[src/rtl/instr_fetch_unit_pkg.sv]
// Shared types and helpers for the instruction fetch front end.
package fetch_pkg;

    localparam int unsigned INSTR_BYTES = 4;

    // One fetched word together with where it came from and whether memory flagged it.
    typedef struct packed {
        logic [0:63] addr;
        logic [0:31] instr;
        logic        err;
    } fetch_entry_t;

    // Word-align an address; in 32-bit mode the upper half is forced to zero as well.
    function automatic logic [0:63] mask_addr(input logic [0:63] addr, input logic mode32);
        logic [0:63] r;
        r = addr;
        r[62:63] = 2'b00;
        if (mode32) begin
            r[0:31] = '0;
        end
        return r;
    endfunction

endpackage

[src/rtl/instr_fetch_unit_if.sv]
// Instruction memory port: valid/ready request channel and in-order response channel.
interface fetch_mem_if;

    logic        req_valid;
    logic        req_ready;
    logic [0:63] req_addr;
    logic        rsp_valid;
    logic [0:31] rsp_data;
    logic        rsp_err;

    modport master (
        output req_valid,
        output req_addr,
        input  req_ready,
        input  rsp_valid,
        input  rsp_data,
        input  rsp_err
    );

    modport slave (
        input  req_valid,
        input  req_addr,
        output req_ready,
        output rsp_valid,
        output rsp_data,
        output rsp_err
    );

endinterface

[src/rtl/instr_fetch_unit_queue.sv]
// Small synchronous FIFO holding fetched words; flush wins over a same-cycle push.
module fetch_queue
    import fetch_pkg::*;
#(
    parameter int DEPTH = 4,
    parameter int CNT_W = $clog2(DEPTH + 1)
) (
    input  logic             i_clk,
    input  logic             i_rst,
    input  logic             push,
    input  fetch_entry_t     push_entry,
    input  logic             pop,
    input  logic             flush,
    output fetch_entry_t     head,
    output logic [CNT_W-1:0] count
);

    localparam int PTR_W = $clog2(DEPTH);

    fetch_entry_t     mem [DEPTH];
    logic [PTR_W-1:0] wr_ptr;
    logic [PTR_W-1:0] rd_ptr;
    logic             do_push;
    logic             do_pop;

    assign do_push = push & ~flush;
    assign do_pop  = pop & ~flush & (count != '0);
    assign head    = mem[rd_ptr];

    // Pointer and occupancy update; flush empties the queue in one cycle.
    always_ff @(posedge i_clk or posedge i_rst) begin
        if (i_rst) begin
            wr_ptr <= '0;
            rd_ptr <= '0;
            count  <= '0;
        end else if (flush) begin
            wr_ptr <= '0;
            rd_ptr <= '0;
            count  <= '0;
        end else begin
            if (do_push) begin
                wr_ptr <= wr_ptr + PTR_W'(1);
            end
            if (do_pop) begin
                rd_ptr <= rd_ptr + PTR_W'(1);
            end
            count <= count + CNT_W'(do_push) - CNT_W'(do_pop);
        end
    end

    // Entry storage; contents need no reset because count gates visibility.
    always_ff @(posedge i_clk) begin
        if (do_push) begin
            mem[wr_ptr] <= push_entry;
        end
    end

    // The request credit limit must make pushing into a full queue impossible.
    always_ff @(posedge i_clk) begin
        if (!i_rst && do_push) begin
            assert (count < CNT_W'(DEPTH));
        end
    end

endmodule

[src/rtl/instr_fetch_unit.sv]
// Fetch stage: prefetches sequential instruction words, queues them and
// refetches from the Branch Facility address whenever it is not sequential.
module instr_fetch_unit
    import fetch_pkg::*;
#(
    parameter int DEPTH = 4,
    parameter int CNT_W = $clog2(DEPTH + 1)
) (
    input  logic        i_clk,
    input  logic        i_rst,
    input  logic        i_32b_mode,
    input  logic [0:63] i_next_instr_addr,
    output logic [0:31] o_instr,
    output logic [0:63] o_instr_addr,
    output logic        o_instr_valid,
    output logic        o_instr_err,
    input  logic        i_instr_ready,
    output logic        o_stall,
    fetch_mem_if.master mem,
    output logic        o_err_misaligned
);

    logic [0:63]      fpc;
    logic [0:63]      rsp_pc;
    logic [CNT_W-1:0] inflight;
    logic [CNT_W-1:0] inflight_next;
    logic [CNT_W-1:0] discard;
    logic [CNT_W-1:0] q_count;
    logic [CNT_W:0]   credit_used;
    logic             active;
    logic             req_fire;
    logic             rsp_keep;
    logic             consume;
    logic             is_seq;
    logic             redirect;
    logic             pop;
    logic             push;
    logic [0:63]      seq_addr;
    logic [0:63]      redirect_addr;
    fetch_entry_t     q_head;
    fetch_entry_t     push_entry;

    // Queued words plus outstanding requests never exceed DEPTH, so every
    // response is guaranteed a slot. active holds requests off during reset.
    assign credit_used   = {1'b0, q_count} + {1'b0, inflight};
    assign mem.req_valid = active & (credit_used < (CNT_W + 1)'(DEPTH));
    assign mem.req_addr  = fpc;
    assign req_fire      = mem.req_valid & mem.req_ready;

    assign o_instr_valid = (q_count != '0);
    assign o_stall       = ~o_instr_valid;
    assign o_instr       = o_instr_valid ? q_head.instr : '0;
    assign o_instr_addr  = o_instr_valid ? q_head.addr : '0;
    assign o_instr_err   = o_instr_valid & q_head.err;

    assign consume       = o_instr_valid & i_instr_ready;
    assign seq_addr      = mask_addr(q_head.addr + 64'(INSTR_BYTES), i_32b_mode);
    assign is_seq        = (i_next_instr_addr == seq_addr);
    assign redirect      = consume & ~is_seq;
    assign pop           = consume & is_seq;
    assign redirect_addr = mask_addr(i_next_instr_addr, i_32b_mode);

    // Responses to requests issued before a redirect are dropped while discard runs down.
    assign rsp_keep      = mem.rsp_valid & (discard == '0);
    assign push          = rsp_keep & ~redirect;
    assign inflight_next = inflight + CNT_W'(req_fire) - CNT_W'(mem.rsp_valid);

    // Assemble the queue entry from the tracked response address and memory data.
    always_comb begin
        push_entry       = '0;
        push_entry.addr  = rsp_pc;
        push_entry.instr = mem.rsp_data;
        push_entry.err   = mem.rsp_err;
    end

    fetch_queue #(
        .DEPTH (DEPTH),
        .CNT_W (CNT_W)
    ) u_queue (
        .i_clk      (i_clk),
        .i_rst      (i_rst),
        .push       (push),
        .push_entry (push_entry),
        .pop        (pop),
        .flush      (redirect),
        .head       (q_head),
        .count      (q_count)
    );

    // Fetch PC and response PC: step by one word, or jump together on redirect.
    always_ff @(posedge i_clk or posedge i_rst) begin
        if (i_rst) begin
            fpc    <= '0;
            rsp_pc <= '0;
        end else if (redirect) begin
            fpc    <= redirect_addr;
            rsp_pc <= redirect_addr;
        end else begin
            if (req_fire) begin
                fpc <= mask_addr(fpc + 64'(INSTR_BYTES), i_32b_mode);
            end
            if (rsp_keep) begin
                rsp_pc <= mask_addr(rsp_pc + 64'(INSTR_BYTES), i_32b_mode);
            end
        end
    end

    // Outstanding-request count; on redirect everything still in flight becomes stale.
    always_ff @(posedge i_clk or posedge i_rst) begin
        if (i_rst) begin
            inflight <= '0;
            discard  <= '0;
        end else begin
            inflight <= inflight_next;
            if (redirect) begin
                discard <= inflight_next;
            end else if (mem.rsp_valid && (discard != '0)) begin
                discard <= discard - CNT_W'(1);
            end
        end
    end

    // Misaligned-target pulse and the post-reset request enable.
    always_ff @(posedge i_clk or posedge i_rst) begin
        if (i_rst) begin
            o_err_misaligned <= 1'b0;
            active           <= 1'b0;
        end else begin
            o_err_misaligned <= redirect & (i_next_instr_addr[62:63] != 2'b00);
            active           <= 1'b1;
        end
    end

endmodule

[src/flat_wrapper.sv]
// flat-port wrapper written by rule: the top's interface ports become plain ports
module instr_fetch_unit_flat import fetch_pkg::*;
#(
    parameter int DEPTH = 4,
    parameter int CNT_W = $clog2(DEPTH + 1)
)
  (i_clk, i_rst, i_32b_mode, i_next_instr_addr, o_instr, o_instr_addr, o_instr_valid, o_instr_err, i_instr_ready, o_stall, o_err_misaligned, mem_req_valid, mem_req_addr, mem_req_ready, mem_rsp_valid, mem_rsp_data, mem_rsp_err);
  fetch_mem_if mem_i ();
  input  logic i_clk;
  input  logic i_rst;
  input  logic i_32b_mode;
  input  logic [0:63] i_next_instr_addr;
  output logic [0:31] o_instr;
  output logic [0:63] o_instr_addr;
  output logic o_instr_valid;
  output logic o_instr_err;
  input  logic i_instr_ready;
  output logic o_stall;
  output logic o_err_misaligned;
  output wire logic [$bits(mem_i.req_valid)-1:0] mem_req_valid;
  output wire logic [$bits(mem_i.req_addr)-1:0] mem_req_addr;
  input wire logic [$bits(mem_i.req_ready)-1:0] mem_req_ready;
  input wire logic [$bits(mem_i.rsp_valid)-1:0] mem_rsp_valid;
  input wire logic [$bits(mem_i.rsp_data)-1:0] mem_rsp_data;
  input wire logic [$bits(mem_i.rsp_err)-1:0] mem_rsp_err;
  assign mem_req_valid = mem_i.req_valid;
  assign mem_req_addr = mem_i.req_addr;
  assign mem_i.req_ready = mem_req_ready;
  assign mem_i.rsp_valid = mem_rsp_valid;
  assign mem_i.rsp_data = mem_rsp_data;
  assign mem_i.rsp_err = mem_rsp_err;
  instr_fetch_unit #(.DEPTH(DEPTH), .CNT_W(CNT_W)) u_core (.i_clk(i_clk), .i_rst(i_rst), .i_32b_mode(i_32b_mode), .i_next_instr_addr(i_next_instr_addr), .o_instr(o_instr), .o_instr_addr(o_instr_addr), .o_instr_valid(o_instr_valid), .o_instr_err(o_instr_err), .i_instr_ready(i_instr_ready), .o_stall(o_stall), .mem(mem_i), .o_err_misaligned(o_err_misaligned));
endmodule
[config.mk]
export PLATFORM = sky130hd
export DESIGN_NAME = instr_fetch_unit_flat
export DESIGN_NICKNAME = d
export VERILOG_FILES = /design/src/rtl/instr_fetch_unit_pkg.sv /design/src/rtl/instr_fetch_unit_if.sv /design/src/rtl/instr_fetch_unit_queue.sv /design/src/rtl/instr_fetch_unit.sv /design/src/flat_wrapper.sv
export SDC_FILE = /design/constraint.sdc
export NUM_CORES = 1
export LEC_CHECK = 0
export CELL_PAD_IN_SITES_DETAIL_PLACEMENT = 0
export CELL_PAD_IN_SITES_GLOBAL_PLACEMENT = 1
export CORE_MARGIN = 5
export CORE_UTILIZATION = 49
export CTS_BUF_LIST = sky130_fd_sc_hd__clkbuf_4
export CTS_CLUSTER_SIZE = 24
export DETAILED_ROUTE_END_ITERATION = 10
export PLACE_DENSITY_LB_ADDON = 0.1
export SETUP_SLACK_MARGIN = 0.02
export SLEW_MARGIN = 20
export SYNTH_ARGS = -nofsm -noshare
export SYNTH_HDL_FRONTEND = slang
export SYNTH_HIERARCHICAL = 1
export SYNTH_SLANG_ARGS = --single-unit
[constraint.sdc]
create_clock -name i_clk -period 8.4 [get_ports i_clk]
set_input_delay 1.68 -clock i_clk [delete_from_list [all_inputs] [get_ports i_clk]]
set_output_delay 1.68 -clock i_clk [all_outputs]
set_load 0.02 [all_outputs]
Word level (Yosys, flattened, before mapping). Memories as Yosys holds them, arrays and structs flattened. Cells that the tools add are included.

Memories kept: 1. Word-level logic and storage cells: 67. Output and inout port bits: 165. Memory bits (writable): 388. Bits of input ports: 103. Register bits: 143.

Add/sub/neg operators: 11. Bitwise operators: 15. Multiplexer cells: 19. Reductions and logical operators: 10. Equality and inequality tests: 1. Magnitude comparators: 1.

Memory list: u_core.u_queue.mem (depth 4, width 97, rd ports 1, clocked after Yosys merged registers in 0, write ports 1, line instr_fetch_unit_queue.sv:20) `fetch_entry_t mem [DEPTH];`.

Operators by type and width (number): two-way mux 64 bit (5); adder 64 x 3 -> 64 bit (second input constant) (3); two-way mux 32 bit (5); == test 64 bit (1); bitwise AND 1 bit (12); nonzero test 2 bit (6); two-way mux 3 bit (3); two-way mux 2 bit (4); adder 3 x 1 -> 3 bit (2); nonzero test 3 bit (2); subtractor 3 x 1 -> 3 bit (2); adder 2 x 1 -> 2 bit (second input constant) (2); adder 3 x 3 -> 4 bit (1); less-than comparator 4 x 3 -> 1 bit (second input constant) (1); zero test 3 bit (1); NOT 1 bit (3); subtractor 3 x 1 -> 3 bit (second input constant) (1); two-way mux 1 bit (2); logical AND 1 bit (1).

Depth between registers and ports, before layout. Gate-level depths: netlist of run 1. An unclocked memory read counts as a cell.

Depth after elaboration: 12. Depth in mapped cells: 29. Depth with buffers taken out: 22.

Modules after synthesis. Netlist of run 1, hierarchy kept.

By module, submodules not included: fetch_queue (instances 1, cells each 550, sequential area each 11826.3 um^2, area an instance 14582.7 um^2); instr_fetch_unit (instances 1, cells each 1438, sequential area each 3303.2 um^2, area an instance 11795.1 um^2).

Worst setup path after synthesis of run 1. No wires, ideal clock.

Kind: register to register. Start point: reg u_core.u_queue.rd_ptr[0]. End point: mem u_core/u_queue/mem[0][0] (netlist bit) (enable). Data required time: 7.933 ns. Clock period less this slack: 7.697 ns. Arrival time: 7.230 ns. Setup time: 0.467 ns. Slack: 0.703 ns. Buffers on the path: 8. Cell stages (with the launch flop): 23. Cell sequence: dfrtp_1 > buf_8 > buf_12 > mux4_2 > buf_2 > nand4_1 > or4_1 > buf_2 > or4_1 > buf_2 > or3_1 > nand2_1 > xor2_1 > o311a_1 > a211o_1 > nor4_4 > nor2_1 > buf_6 > buf_6 > buf_6 > nor2_1 > nor2b_1 > and2_1.

RTL lines: from (decl) (line instr_fetch_unit_queue.sv:22) `logic [PTR_W-1:0] rd_ptr;`; from (signal assigned) (line instr_fetch_unit_queue.sv:45) `rd_ptr <= rd_ptr + PTR_W'(1);`; to (decl) (line instr_fetch_unit_queue.sv:20).

==> results summary, run 1 <==
The flow ran to the end, and the final reports show no timing, DRC or antenna violations. The startpoint identified for the worst register-to-register timing path is u_core/u_queue/rd_ptr[0]$_DFFE_PP0P_. The number of optimization iterations in the first detailed-route pass came out at 5.

The placed instance count is between 2000 and 3000. The synthesized netlist contains between 70 and 80 unique library cells. The count of clock tree sinks came out at roughly 530. The detailed-placement wirelength estimate is 55.39 mm. The hold path startpoint is u_core/inflight[0]$_DFF_PP0_. After the first detailed-routing iteration, the DRC count stood at about 1800. The delay of the slowest cell on the worst path came out at ~0.94 ns. In the final layout, the multi-input gates occupy 10530 um2. The number of nets in the layout came out at 2463. The post-synthesis sequential element count is roughly 530. The hold violation count in the final report is 0.

The detail route stage leaves a number of antenna-violating nets equal to 0. The final count of pins violating max slew is 0. The register area came out at around 15000 um2.

The clock tree root driver cell is sky130_fd_sc_hd__clkbuf_4. The worst hold path depth came out at 1. The post-synthesis instance total is roughly 2000.

The number of global-route vias before repair is 19260. The worst-path cell with the longest stage delay is sky130_fd_sc_hd__nor4_1. The critical path launch point type is a flip-flop. A synthesized cell averages 13.27 um2.

The destination of the worst hold path is u_core/inflight[0]$_DFF_PP0_. The routed via count is about 19000. The relative slew slack came out at 27.22%. The worst register-to-register path has a depth of 16. The maximum fanout count along the critical path is 53. The required time at the endpoint of the critical path came out at between 8 and 9 ns. The min-delay analysis places its worst path in the category reg -> reg. The internal reg-to-reg setup slack came out at 0.72 ns. The power per cell area is 306.4 nW/um2. The per-cell via count in the routed design is 6.015.

The total setup buffers inserted after CTS came out at 0. The transition time of the tightest slew-check pin is about 1.1 ns. Entering global routing, the biggest net connects approximately 120 pins.

Global routing used 27.25% of the available tracks across all layers. For this design, the CTS-stage hold fixing added 0 buffers. The synthesized area is 26380 um2. The clock-pin slew on the worst setup and hold paths is 0.07 ns. The worst register-to-register path ends at u_core/u_queue/mem[1][65]$_DFFE_PP_.

The buffer levels on the longest clock path is 3. The H-tree generated during clock tree synthesis spans 4 levels. The reported leakage power is 10.92 nW. The number of setup violations in the final report is 0. The number of enable-type register cells in the synthesized netlist is 388.

The TritonCTS clock tree is yes. The worst-case setup slack after placement is 0.8279 ns. Of all flip-flops after synthesis, the portion carrying an async set or reset was 26.38%. The worst path meets setup with 0.7174 ns of slack. The area of the core is 53600 um2. Wires add up to 80.58 mm. During synthesis, Yosys emitted a total of 6 warnings. The routability congestion estimate from global placement is 0.9477. The number of buffers inserted during clock tree synthesis came out at 146.

The average wire length per cell after detail routing came out at between 20 and 30 um. For this run, the leading register cell type out of synthesis is sky130_fd_sc_hd__edfxtp_1. The final cell count without fillers came out at 3162.

The smallest clock period supported by the final layout is computed as a little under 8 ns. The post-synthesis to final-layout area growth is 20.47%. The horizontal extent of the die is 242.0 um. The remaining global-route overflow came out at 0. The completed layout was analyzed and its total power is between 0.009 and 0.01 W. The share of the clock period used by the worst path after layout is approximately 91%. The vertical die dimension is 242.0 um. The initial cell density of the core came out at 49.21%.

During placement, the flow inserted port buffers numbering 265. The sum of negative setup slack came out at 0 ns. Traced cell by cell, the critical path runs through buf_12 > mux4_2 > nand4_1 > nor4_1 > nand4_1 > o21ai_0 > nand2_1 > nor4_1 > o21ai_0 > a211o_1 > nor4_4 > nor2_4 > nor2_1 > nor2b_1 > and2_4 > buf_12.

The share of layout cells above drive strength 1 came out at a little under a fifth. The setup skew after layout came out at 0.05002 ns. The highest clock rate is 130.2 MHz.

The number of fill cells in the layout is 4440. The total die area is 58570 um2. Across the run, the number of max-cap violations was 0. The worst path arrival time came out at 8.27 ns. The count of unresolved DRC violations after routing came out at 0.

The boundary pin count came out at 268. STA classifies the critical path endpoint as a flip-flop. The peak ir drop on the vdd network came out at 0.2063 mV. With fillers left out, the area of the finished cells amounts to 31780 um2.

The total number of placement rows came out at 85. Setup repair after global routing left no endpoint under its margin. The initial antenna violation count is 2. After clock tree synthesis, the repair step resized 0 gates. The fraction of the yosys area taken by sequential cells is 57.36%.

For the worst-skew pair, the clock arrives at the later sink with an insertion delay of 0.94 ns. The placed standard-cell area came out at between 20000 and 30000 um2. The first-pass GRT wire length is 121.8 mm. The worst setup path is of the reg -> reg kind.
[layer usage]
layer | share of wire (%) | vias to the layer above | global-route usage, %
met5 | 0 | - | 0
met4 | 4.0 | 0 | 12.91
met3 | 7.0 | 177 | 5.847
met2 | 49 | 876 | 44.00
met1 | 40 | 9555 | 35.51
li1 | - | 8410 | -
[critical path, delay by kind of cell (launching register included)]
| family | cells | cell delay, ns |
|---|---|---|
| compound gates | 3 | 0.98 |
| buf+inv | 2 | 0.77 |
| flops | 1 | 0.85 |
| mux | 1 | 0.49 |
| simple gates | 10 | 4.17 |
[worst max-delay path by stage]
stage	start	endpoint	slack (ns)
floorplan	u_core/u_queue/rd_ptr[0]$_DFFE_PP0P_	u_core/u_queue/mem[0][0]$_DFFE_PP_	0.70
global placement	u_core/u_queue/rd_ptr[0]$_DFFE_PP0P_	u_core/u_queue/count[2]$_DFF_PP0_	0.82
detailed placement	u_core/u_queue/rd_ptr[0]$_DFFE_PP0P_	u_core/u_queue/count[2]$_DFF_PP0_	0.83
CTS	u_core/u_queue/rd_ptr[0]$_DFFE_PP0P_	u_core/u_queue/mem[1][66]$_DFFE_PP_	0.78
finish	u_core/u_queue/rd_ptr[0]$_DFFE_PP0P_	u_core/u_queue/mem[1][65]$_DFFE_PP_	0.72
global route	u_core/u_queue/rd_ptr[0]$_DFFE_PP0P_	u_core/u_queue/count[2]$_DFF_PP0_	0.20
[logic make-up (layout without fill, tap and decap cells)]
| group | after synthesis | after routing | synth area share [%] |
|---|---|---|---|
| AO/OA/AOI/OAI | 233 | 233 | 5.536 |
| buffers and inverters | 136 | 600 | 2.960 |
| multiplexers | 225 | 225 | 14.10 |
| other | 2 | 16 | 0.02847 |
| adder cells (fa/ha/maj) | 18 | 18 | 0.9013 |
| XOR/XNOR | 141 | 141 | 4.791 |
| AND/OR/NAND/NOR | 706 | 706 | 14.33 |
| flip-flops | 527 | 527 | 57.36 |
[registers in the layout, indices dropped and copies added (netlist names), 2 cells and up]
name	count
u_core/discard	3
u_core/rsp_pc	62
u_core/u_queue/count	3
u_core/mem.req_addr	62
u_core/u_queue/wr_ptr	2
u_core/inflight	3
u_core/u_queue/mem	388
u_core/u_queue/rd_ptr	2
[Yosys cell counts (15+ instances only)]
cell type / n / area share (%)
sky130_fd_sc_hd__edfxtp_1: 388 / 44
sky130_fd_sc_hd__nand2_1: 143 / 2.0
sky130_fd_sc_hd__dfrtp_1: 139 / 13
sky130_fd_sc_hd__nor2_1: 121 / 1.7
sky130_fd_sc_hd__and2_1: 108 / 2.6
sky130_fd_sc_hd__xnor2_1: 108 / 3.6
sky130_fd_sc_hd__mux4_2: 98 / 8.4
sky130_fd_sc_hd__a21oi_1: 81 / 1.5
sky130_fd_sc_hd__nand4_1: 70 / 1.7
sky130_fd_sc_hd__nand3_1: 65 / 1.2
sky130_fd_sc_hd__o21ai_0: 63 / 1.2
sky130_fd_sc_hd__mux2i_1: 61 / 2.3
sky130_fd_sc_hd__clkbuf_1: 52 / 0.74
sky130_fd_sc_hd__mux2_4: 42 / 2.4
sky130_fd_sc_hd__inv_1: 39 / 0.55
sky130_fd_sc_hd__nor4_1: 36 / 0.85
sky130_fd_sc_hd__nor3_1: 35 / 0.66
sky130_fd_sc_hd__xor2_1: 31 / 1.0
sky130_fd_sc_hd__and3_1: 28 / 0.66
sky130_fd_sc_hd__or4_1: 28 / 0.80
sky130_fd_sc_hd__mux2_2: 24 / 1.0
sky130_fd_sc_hd__buf_2: 20 / 0.38
sky130_fd_sc_hd__o2bb2ai_1: 20 / 0.66
sky130_fd_sc_hd__and4_1: 19 / 0.63
sky130_fd_sc_hd__or3_1: 17 / 0.40
sky130_fd_sc_hd__ha_1: 15 / 0.71
[metrics by stage]
stage / hold slack (ns) / utilization, %
after global placement: 0.5504 / 55.38
after CTS: 0.5554 / 59.26
after detailed placement: 0.5434 / 55.38
after global routing: 0.5931 / 59.28
after floorplan: 0.5000 / -
final: 0.5680 / 59.28
[cells in the final DEF (no fill, tap or decap), types with 10 or more instances in the layout]
| master | netlist | final |
|---|---|---|
| sky130_fd_sc_hd__edfxtp_1 | 388 | 388 |
| sky130_fd_sc_hd__clkdlybuf4s50_1 | 0 | 264 |
| sky130_fd_sc_hd__clkbuf_4 | 0 | 233 |
| sky130_fd_sc_hd__nand2_1 | 143 | 143 |
| sky130_fd_sc_hd__dfrtp_1 | 139 | 137 |
| sky130_fd_sc_hd__nor2_1 | 121 | 120 |
| sky130_fd_sc_hd__xnor2_1 | 108 | 108 |
| sky130_fd_sc_hd__and2_1 | 108 | 104 |
| sky130_fd_sc_hd__mux4_2 | 98 | 98 |
| sky130_fd_sc_hd__a21oi_1 | 81 | 81 |
| sky130_fd_sc_hd__nand4_1 | 70 | 70 |
| sky130_fd_sc_hd__nand3_1 | 65 | 65 |
| sky130_fd_sc_hd__o21ai_0 | 63 | 63 |
| sky130_fd_sc_hd__mux2i_1 | 61 | 61 |
| sky130_fd_sc_hd__mux2_4 | 42 | 42 |
| sky130_fd_sc_hd__inv_1 | 39 | 37 |
| sky130_fd_sc_hd__nor4_1 | 36 | 36 |
| sky130_fd_sc_hd__nor3_1 | 35 | 34 |
| sky130_fd_sc_hd__xor2_1 | 31 | 31 |
| sky130_fd_sc_hd__and3_1 | 28 | 28 |
| sky130_fd_sc_hd__or4_1 | 28 | 28 |
| sky130_fd_sc_hd__mux2_2 | 24 | 24 |
| sky130_fd_sc_hd__o2bb2ai_1 | 20 | 20 |
| sky130_fd_sc_hd__clkinv_1 | 1 | 19 |
| sky130_fd_sc_hd__buf_4 | 3 | 19 |
| sky130_fd_sc_hd__and4_1 | 19 | 19 |
| sky130_fd_sc_hd__or3_1 | 17 | 16 |
| sky130_fd_sc_hd__ha_1 | 15 | 15 |
| sky130_fd_sc_hd__nor2b_1 | 12 | 12 |
| sky130_fd_sc_hd__o31a_1 | 12 | 12 |
| sky130_fd_sc_hd__a31oi_1 | 11 | 11 |
| sky130_fd_sc_hd__conb_1 | 2 | 11 |
| sky130_fd_sc_hd__buf_12 | 10 | 10 |
[area by class of cell]
cell class                 instances  share of cell area (%)
clock buffer                     233                   5.505
sequential                       527                   47.64
antenna                            5                 0.03937
multi-input combinational       1334                   33.14
inverter                          40                  0.4882
clock inverter                    33                   1.039
tap                              696                   2.740
timing repair buffer             294                   9.411
[where the power goes]
part	leakage [nW]	total (W)	switching, W	internal, W
Sequential	5.19	0.00400	0.000618	0.00338
Clock	1.23	0.00257	0.00110	0.00147
Combinational	4.50	0.00316	0.00169	0.00148
Note: power is estimated with default switching activity, not from simulation.
==> run 2, diff against run 1 <==
Settings changed: CTS_CLUSTER_DIAMETER from default to 40, TNS_END_PERCENT from default to 100.
==> results summary, run 2 (synthesis gave the netlist of run 1 again) <==
After floorplanning, the core was sized to cover 53600 um2. In the final timing run, aggregate negative setup slack is 0 ns. The reported leakage power came out at 10.52 nW. The power per cell area is 299.8 nW/um2. The final cell count without fillers is ~3000. The most frequent standard cell in the layout excluding fill and tap cells is sky130_fd_sc_hd__edfxtp_1. The routability congestion estimate from global placement is 0.9477. The maximum fanout count along the critical path came out at 53. The hold-fix buffer count after cts is 0. The required time at the endpoint of the critical path came out at just under 9 ns. The setup skew after layout is 0.07922 ns. The total die area came out at 58570 um2. The routed design uses 5.227 mm of met3 wire. The initial antenna violation count is 3. Setup repair after global routing left no endpoint under its margin. The highest clock rate came out at between 100 and 150 MHz. The area of the multi-input gates is 10530 um2. The routed via count is 18560. The endpoint kind of the worst setup timing path is a flip-flop. The number of buffers inserted during clock tree synthesis is 82.

The routed length on met1 came out at roughly 33 mm. The clock insertion delay at the later pin of the skew report came out at 0.88 ns. The buffer levels on the longest clock path is 3. The final count of pins violating max slew came to 0. The initial cell density of the core came out at between 40% and 50%. Leaving out fill and tap cells, the most frequent cells in the layout are 388 x sky130_fd_sc_hd__edfxtp_1, 264 x sky130_fd_sc_hd__clkdlybuf4s50_1, 143 x sky130_fd_sc_hd__nand2_1. The placed instance count is 2891. More flip-flops sit in one register than any other, and that register is u_core/u_queue/mem.

The final layout contains routed wiring with a total length of 79.72 mm. Setup slack on the worst reg-to-reg path comes out at 0.50 ns. The TritonCTS clock tree is yes. The remaining global-route overflow came out at 0.

The hold violation count in the final report is 0. The die is 242.0 um wide. The met2 wire length is 38.66 mm. Before antenna repair, the detailed router went through 5 iterations. The number of instances resized during post-cts repair came out at 0. The min-delay analysis places its worst path in the category reg -> reg. The pin count of the biggest net entering global routing is 123.

The register area came out at 15140 um2. The number of global-route vias before repair came to 18460. The register with the most flip-flops in the layout has around 390 of them. The relative slew slack is 24.88%. The clock-pin slew on the worst setup and hold paths is 0.13 ns. Signal routing reaches up to met5. The number of nets in the layout is around 2400. The number of fill cells in the layout came out at 4424. The share of layout cells above drive strength 1 is 15.47%. Pin placement for this block handled 268 I/O pins. The starting DRC count in detailed routing is 1819.

The classification of the worst setup path is reg -> reg. The first-pass GRT wire length came out at 120.2 mm. The flow ran to the end, and the final reports show no timing, DRC or antenna violations. The time the worst path needs with I/O delays and setup is roughly 8 ns. Measured along the y axis, the die boundary spans 242.0 um. In this run the tool buffered the top-level ports with roughly 270 buffer cells.

The transition time of the tightest slew-check pin is 1.117 ns. The overall global routing resource usage came out at 26.75%. In this run the remaining antenna-violating nets after routing total 0. Across the VDD grid, the largest voltage drop is 0.2130 mV. The share of the clock period used by the worst path after layout is 94.07%. The total number of placement rows is 85. Data arrives at the worst endpoint at 8.40 ns. Setup violations remaining at the end of the flow were counted as 0. The root buffer cell chosen for the clock tree is sky130_fd_sc_hd__clkbuf_4. The count of unresolved DRC violations after routing came out at 0. The per-cell via count in the routed design is about 6.1. The worst setup path is launched from a flip-flop. The post-synthesis to final-layout area growth is 18.45%. The average wire length per cell after detail routing came out at about 26 um. The total setup buffers inserted after CTS is 0. Across the run, the number of max-cap violations was 0. The CTS H-tree depth is 3. The detailed-placement wirelength estimate came out at roughly 55 mm. The count of clock tree sinks came out at around 530.
[run 2: final cells by class]
type / count / area share [%]
multi-input cells: 1334 / 33.71
clock buffers: 93 / 2.235
clock inverters: 59 / 2.719
well taps: 696 / 2.787
diodes: 5 / 0.04004
inverters: 40 / 0.4966
repair buffers: 294 / 9.571
flip-flops and latches: 527 / 48.45
[run 2: stage by stage]
stage / hold WS (ns) / utilization, % / power (W) / area [um2] / worst slack (ns)
global route: 0.5903 / 58.28 / 0.009820 / 31240 / 0.1375
finish: 0.5451 / 58.29 / 0.009367 / 31250 / 0.4980
detailed placement: 0.5434 / 55.38 / 0.007202 / 29680 / 0.8279
global placement: 0.5504 / 55.38 / 0.007158 / 29680 / 0.8217
CTS: 0.5497 / 58.27 / 0.009425 / 31230 / 0.7275
floorplan: 0.5000 / - / 0.005739 / 26410 / 0.7030
[run 2: layer usage]
layer,GRT usage (%),up-vias
li1,-,8206
met5,0,-
met1,36.25,9383
met4,10.07,2
met2,43.60,803
met3,4.832,163
[run 2: report_power, final]
group / internal, W / switching [W] / total [W]
clock: 0.00115 / 0.00106 / 0.00221
combinational: 0.00148 / 0.00168 / 0.00316
sequential: 0.00338 / 0.000620 / 0.00400
total: 0.00600 / 0.00337 / 0.00937
[run 2: path summary, 6_finish.rpt]
path	cells past startpoint	to	start
setup / recovery	16	u_core/u_queue/mem[1][76]$_DFFE_PP_	u_core/u_queue/rd_ptr[0]$_DFFE_PP0P_
hold / removal	0	u_core/u_queue/mem[2][76]$_DFFE_PP_	u_core/rsp_pc[20]$_DFFE_PP0P_
setup reg to reg	16	u_core/u_queue/mem[1][76]$_DFFE_PP_	u_core/u_queue/rd_ptr[0]$_DFFE_PP0P_
hold reg to reg	0	u_core/u_queue/mem[2][76]$_DFFE_PP_	u_core/rsp_pc[20]$_DFFE_PP0P_
max in group asynchronous	3	u_core/mem.req_addr[19]$_DFFE_PP0P_	i_rst
min in group asynchronous	2	u_core/u_queue/rd_ptr[0]$_DFFE_PP0P_	i_rst
[run 2: worst max-delay path, stage by stage, from the launching register on]
cell	delay, ns
sky130_fd_sc_hd__dfrtp_4	0.88
sky130_fd_sc_hd__buf_12	0.45
sky130_fd_sc_hd__mux4_2	0.49
sky130_fd_sc_hd__nand4_1	0.34
sky130_fd_sc_hd__nor4_1	1.00
sky130_fd_sc_hd__nand4_1	0.57
sky130_fd_sc_hd__o21ai_0	0.40
sky130_fd_sc_hd__nand2_1	0.11
sky130_fd_sc_hd__nor4_1	0.22
sky130_fd_sc_hd__o21ai_0	0.21
sky130_fd_sc_hd__a211o_1	0.39
sky130_fd_sc_hd__nor4_4	0.51
sky130_fd_sc_hd__nor2_4	0.21
sky130_fd_sc_hd__nor2_1	0.29
sky130_fd_sc_hd__nor2b_1	0.37
sky130_fd_sc_hd__and2_4	0.63
sky130_fd_sc_hd__buf_12	0.30
==> run 3, diff against run 2 <==
Settings changed: SLEW_MARGIN 20 to default.
==> results of run 3 <==
Same layout as run 2: the final DEF is identical, and so are final timing and power.
